$ cat config.mk
export PLATFORM = sky130hd
export DESIGN_NAME = framing_mdio_ctrl
export DESIGN_NICKNAME = d
export VERILOG_FILES = /design/src/rtl/framing_mdio_ctrl.sv
export SDC_FILE = /design/constraint.sdc
export NUM_CORES = 1
export LEC_CHECK = 0
export BUFFER_PORTS_ARGS = -buffer_cell sky130_fd_sc_hd__buf_2
export CAP_MARGIN = 20
export CORE_UTILIZATION = 37
export DETAILED_ROUTE_END_ITERATION = 8
export SETUP_SLACK_MARGIN = 0.5
export SLEW_MARGIN = 20
export SYNTH_ARGS = -nofsm -noshare
export SYNTH_HDL_FRONTEND = slang
export SYNTH_SLANG_ARGS = --single-unit
$ cat constraint.sdc
create_clock -name msoc_clk -period 3.1 [get_ports msoc_clk]
set_clock_uncertainty 0.1 [all_clocks]
set_input_delay 0.62 -clock msoc_clk [delete_from_list [all_inputs] [get_ports msoc_clk]]
set_output_delay 0.62 -clock msoc_clk [all_outputs]
set_load 0.02 [all_outputs]
$ cat src/rtl/framing_mdio_ctrl.sv
// MDIO (clause 22) management frame controller.
// Serialises one 64-bit read or write frame per request on MDC/MDIO and
// reports completion with a single-cycle rsp_valid pulse.
// Optional feature macro: MDIO_PREAMBLE_SUPPRESS_EN adds req_nopre, which
// skips the 32-bit preamble for that request.
module framing_mdio_ctrl #(
    parameter int unsigned CLK_DIV = 10
) (
    input  logic        msoc_clk,
    input  logic        rstn,
    input  logic        req_valid,
    output logic        req_ready,
    input  logic        req_write,
    input  logic [4:0]  req_phy,
    input  logic [4:0]  req_reg,
    input  logic [15:0] req_wdata,
`ifdef MDIO_PREAMBLE_SUPPRESS_EN
    input  logic        req_nopre,
`endif
    output logic        rsp_valid,
    output logic [15:0] rsp_rdata,
    output logic        busy,
    output logic        o_emdc,
    output logic        o_emdio,
    output logic        oe_emdio,
    input  logic        i_emdio
);

    localparam int unsigned    DW       = $clog2(CLK_DIV + 1);
    localparam logic [DW-1:0]  DIV_MAX  = DW'(CLK_DIV - 1);
    localparam logic [5:0]     HDR_BIT  = 6'd32;
    localparam logic [5:0]     TA_BIT   = 6'd46;
    localparam logic [5:0]     DATA_BIT = 6'd48;
    localparam logic [5:0]     LAST_BIT = 6'd63;

    typedef enum logic [2:0] {IDLE, PRE, HDR, TA, DATA, DONE} state_t;

    state_t        state_q, state_d;
    logic [DW-1:0] div_q, div_d;
    logic [5:0]    bit_q, bit_d, bit_nxt;
    logic [31:0]   sh_q, sh_d;
    logic          wr_q, wr_d;
    logic [15:0]   rx_q, rx_d;
    logic [15:0]   rdata_q, rdata_d;
    logic          rsp_valid_q, rsp_valid_d;
    logic          busy_q, busy_d;
    logic          ready_q, ready_d;
    logic          emdc_q, emdc_d;
    logic          mdio_q, mdio_d;
    logic          oe_q, oe_d;
    logic          nopre;
    logic          drive;

`ifdef MDIO_PREAMBLE_SUPPRESS_EN
    assign nopre = req_nopre;
`else
    assign nopre = 1'b0;
`endif

    // Frame phase for a global bit index (0..63).
    function automatic state_t frame_state(input logic [5:0] b);
        if (b < HDR_BIT)       return PRE;
        else if (b < TA_BIT)   return HDR;
        else if (b < DATA_BIT) return TA;
        else                   return DATA;
    endfunction

    // Serial value of bit b: preamble ones, then the 32-bit header/data word.
    function automatic logic frame_bit(input logic [5:0] b, input logic [31:0] sh);
        return (b < HDR_BIT) ? 1'b1 : sh[~b[4:0]];
    endfunction

    assign bit_nxt = 6'(bit_q + 6'd1);

    // Next-state and output logic.
    always_comb begin
        state_d     = state_q;
        div_d       = div_q;
        bit_d       = bit_q;
        sh_d        = sh_q;
        wr_d        = wr_q;
        rx_d        = rx_q;
        rdata_d     = rdata_q;
        rsp_valid_d = 1'b0;
        busy_d      = busy_q;
        ready_d     = ready_q;
        emdc_d      = emdc_q;
        mdio_d      = mdio_q;
        oe_d        = oe_q;
        drive       = wr_q || (bit_nxt < TA_BIT);
        case (state_q)
            IDLE: begin
                ready_d = 1'b1;
                emdc_d  = 1'b0;
                mdio_d  = 1'b0;
                oe_d    = 1'b0;
                if (req_valid && ready_q) begin
                    sh_d    = {2'b01, req_write ? 2'b01 : 2'b10, req_phy, req_reg,
                               req_write ? 2'b10 : 2'b00,
                               req_write ? req_wdata : 16'h0000};
                    wr_d    = req_write;
                    bit_d   = nopre ? HDR_BIT : 6'd0;
                    div_d   = '0;
                    state_d = nopre ? HDR : PRE;
                    busy_d  = 1'b1;
                    ready_d = 1'b0;
                    oe_d    = 1'b1;
                    mdio_d  = frame_bit(bit_d, sh_d);
                end
            end
            DONE: begin
                state_d = IDLE;
                busy_d  = 1'b0;
                ready_d = 1'b1;
            end
            default: begin
                if (div_q == DIV_MAX) begin
                    div_d = '0;
                    if (!emdc_q) begin
                        emdc_d = 1'b1;
                        if (!wr_q && (bit_q >= DATA_BIT)) begin
                            rx_d = {rx_q[14:0], i_emdio};
                        end
                    end else begin
                        emdc_d = 1'b0;
                        if (bit_q == LAST_BIT) begin
                            state_d     = DONE;
                            rsp_valid_d = 1'b1;
                            mdio_d      = 1'b0;
                            oe_d        = 1'b0;
                            if (!wr_q) begin
                                rdata_d = rx_q;
                            end
                        end else begin
                            bit_d   = bit_nxt;
                            state_d = frame_state(bit_nxt);
                            oe_d    = drive;
                            mdio_d  = drive && frame_bit(bit_nxt, sh_q);
                        end
                    end
                end else begin
                    div_d = DW'(div_q + 1'b1);
                end
            end
        endcase
    end

    // State and output registers with synchronous active-low reset.
    always_ff @(posedge msoc_clk) begin
        if (!rstn) begin
            state_q     <= IDLE;
            div_q       <= '0;
            bit_q       <= '0;
            sh_q        <= '0;
            wr_q        <= 1'b0;
            rx_q        <= '0;
            rdata_q     <= '0;
            rsp_valid_q <= 1'b0;
            busy_q      <= 1'b0;
            ready_q     <= 1'b1;
            emdc_q      <= 1'b0;
            mdio_q      <= 1'b0;
            oe_q        <= 1'b0;
        end else begin
            state_q     <= state_d;
            div_q       <= div_d;
            bit_q       <= bit_d;
            sh_q        <= sh_d;
            wr_q        <= wr_d;
            rx_q        <= rx_d;
            rdata_q     <= rdata_d;
            rsp_valid_q <= rsp_valid_d;
            busy_q      <= busy_d;
            ready_q     <= ready_d;
            emdc_q      <= emdc_d;
            mdio_q      <= mdio_d;
            oe_q        <= oe_d;
        end
    end

    assign req_ready = ready_q;
    assign rsp_valid = rsp_valid_q;
    assign rsp_rdata = rdata_q;
    assign busy      = busy_q;
    assign o_emdc    = emdc_q;
    assign o_emdio   = mdio_q;
    assign oe_emdio  = oe_q;

endmodule

==> out/metrics.yaml <==
status: "finished clean"
yosysTopAreaCellShare_pct: 42.2
power_uw: 2150
cts_setup_buffers: 0
p_int_uw: 1620
reg2regPathDepth: 7
p_switching_uw: 529
ant_nets: 0
netSwitchingFraction_pct: 24.6
ctsHoldBuffers: 0
row_count: 36
grt-ovfl-total: 0
routabilityCongestion: 0.810
synth_top_flop_cell: "dfxtp_1"
dpl_cell_area_um2: 4130
final_nets: 489
setup-violations-final: 0
io_pins: 53
period_minus_slack_ps: 2370
ys_ff_latch: 80
dp_hpwl_mm: 5.32
vias: 2945
p_leak_uw: 0.00169
clock_latency_ps: 350
cts_tree: "built"
vias_per_cell: 4.97
cts_buffers: 9
hold_class: "reg2reg"
h-tree-depth: 3
antenna_cells: 0
hold_path.startpoint: "sh_q[15]$_SDFFE_PN0P_"
crit_arrival_ps: 2500
antenna_found_initial: 0
synth_fp_nets: 449
synth-seq-area-share_pct: 42.2
crit_fanout: 10
synth.area.top_cells: "dfxtp_1 (42%), mux2i_1 (9.0%), nor2b_1 (6.3%), nand2_1 (5.7%), a21boi_0 (5.5%)"
yosysTopAreaCell: "dfxtp_1"
drive_above_1_share_pct: 20.2
cts-resized-gates: 0
synthCells: 415
path_clk_slew_ps: 90
grt_max_degree: 34
critPathLaunch: "bit_q[1]$_SDFFE_PN0P_"
core-area_um2: 9860
ir_drop_uv: 241
fp.dieW_um: 103
p_comb_share_pct: 7.8
drv_slew: 0
final_area_um2: 4360
die_y_um: 103
grt_use_total_pct: 15.8
grt_pass1_vias: 2711
dr.pass1.iters: 4
critical_path_class: "reg2reg"
max_freq_mhz: 423
ys_warn_count: 0
start_util_pct: 38.4
die_area_um2: 10700
async_reset_ff_share_pct: 0
area_growth_pct: 15.0
ys_types: 52
crit_required_ps: 3240
grt_setup_unrepaired: "false"
io_buffers: 52
share_seq_of_total_power_pct: 50.1
drc: 0
drt_wl_total_mm: 7.76
cts_buffer_depth: 2
wl_per_cell_um: 13.1
n_fill_cell: 976
hold_path_depth: 2
p_clk_share_pct: 42.1
crit_path_end_kind: "flip-flop"
grt_pass1_wl_mm: 13.0
synth_area_um2: 3790
min_period_over_period_pct: 76.3
drt_iter0_markers: 137
fin_setup_tns_ps: 0
syn_area_per_cell_um2: 9.14
final_hold_viol_count: 0
cts.sinks: 80
synth_edf_count: 0
cap_violations: 0
r2r-start: "bit_q[1]$_SDFFE_PN0P_"
root_buffer: "clkbuf_8"
cp-start-kind: "flip-flop"
powerDensity_nw_per_um2: 492
max_slew.worst_pin.slew_ps: 969
relSlewSlack_pct: 35.4
## power by group through the flow
stage	clock (uW)	combinational [uW]	sequential [uW]
after CTS	921	170	1080
after floorplan	0	116	1100
after detailed placement	0	169	1100
final	903	168	1080
after global placement	0	167	1100
after global routing	971	190	1080
## logic make-up after synthesis
group / count (synthesis) / synth area share [%]
adder cells (fa/ha/maj): 3 / 0.990
AND/OR/NAND/NOR: 164 / 22.1
flip-flops: 80 / 42.2
buffers and inverters: 35 / 4.42
multiplexers: 42 / 13.1
AO/OA/AOI/OAI: 87 / 16.0
XOR/XNOR: 4 / 1.12
## cell type report
cell class / count / area [um^2] / share of cell area [%]
Multi-Input combinational cell: 300 / 2030 / 46.5
Sequential cell: 80 / 1600 / 36.7
Timing Repair Buffer: 59 / 313 / 7.17
Tap cell: 133 / 166 / 3.81
Clock buffer: 10 / 138 / 3.15
Clock inverter: 6 / 97.6 / 2.24
Inverter: 5 / 18.8 / 0.430
## final timing paths
kind / to / slack, ps
max: o_emdio$_SDFFE_PN0P_ / 730
min: sh_q[15]$_SDFFE_PN0P_ / 360
min reg2reg: sh_q[15]$_SDFFE_PN0P_ / 360
max reg2reg: o_emdio$_SDFFE_PN0P_ / 730
## layout by cell type (no fill, tap or decap), types with 5 or more instances in the layout
| cell | count |
|---|---|
| dfxtp_1 | 80 |
| nand2_1 | 58 |
| buf_2 | 52 |
| nor2b_1 | 38 |
| mux2i_1 | 34 |
| a21boi_0 | 28 |
| nand3_1 | 23 |
| o21ai_0 | 17 |
| nor2_1 | 14 |
| clkbuf_8 | 10 |
| a21oi_1 | 9 |
| and2_1 | 7 |
| buf_4 | 7 |
| mux4_2 | 6 |
| inv_1 | 5 |
| nor3_1 | 5 |
| a31oi_1 | 5 |
## per-layer routing
layer  GRT usage [%]  wire length [um]
met3            2.62               294
met1            22.1              3980
met2            23.9              3360
met4            7.04               121
met5               0                 0
## per-stage QoR
| step | hold WS [ps] | util, % | instances | setup WS [ps] |
|---|---|---|---|---|
| floorplan | 338 | - | 415 | 833 |
| global placement | 349 | 41.8 | 577 | 832 |
| detailed placement | 352 | 41.8 | 577 | 746 |
| CTS | 365 | 44.2 | 593 | 722 |
| global route | 388 | 44.2 | 593 | 553 |
| finish | 361 | 44.2 | 593 | 735 |
## critical path: stages, from the launching register on
cell     delay [ps]
dfxtp_1         440
ha_1            410
xnor2_2         240
mux4_2          560
a32oi_1         220
nand2_1          80
a21oi_1         130
a21oi_1          70
## sequential cells by signal (all words and copies together) (netlist names)
register and cells:
bit_q 6, busy 1, div_q 4, o_emdc 1, o_emdio 1, oe_emdio 1, req_ready 1, rsp_rdata 16
rsp_valid 1, rx_q 16, sh_q 29, state_q 3
## cells in the mapped netlist (3+ instances only)
cell,count
dfxtp_1,80
nand2_1,58
nor2b_1,38
mux2i_1,34
a21boi_0,28
nand3_1,23
clkbuf_1,20
o21ai_0,17
nor2_1,14
a21oi_1,9
and2_1,7
mux4_2,6
nor3_1,6
a31oi_1,5
inv_1,5
a22oi_1,3
buf_4,3
buf_6,3
ha_1,3
o21a_1,3
o22ai_1,3
or2_2,3
xor2_1,3
Power figures use the tool's default switching activity.
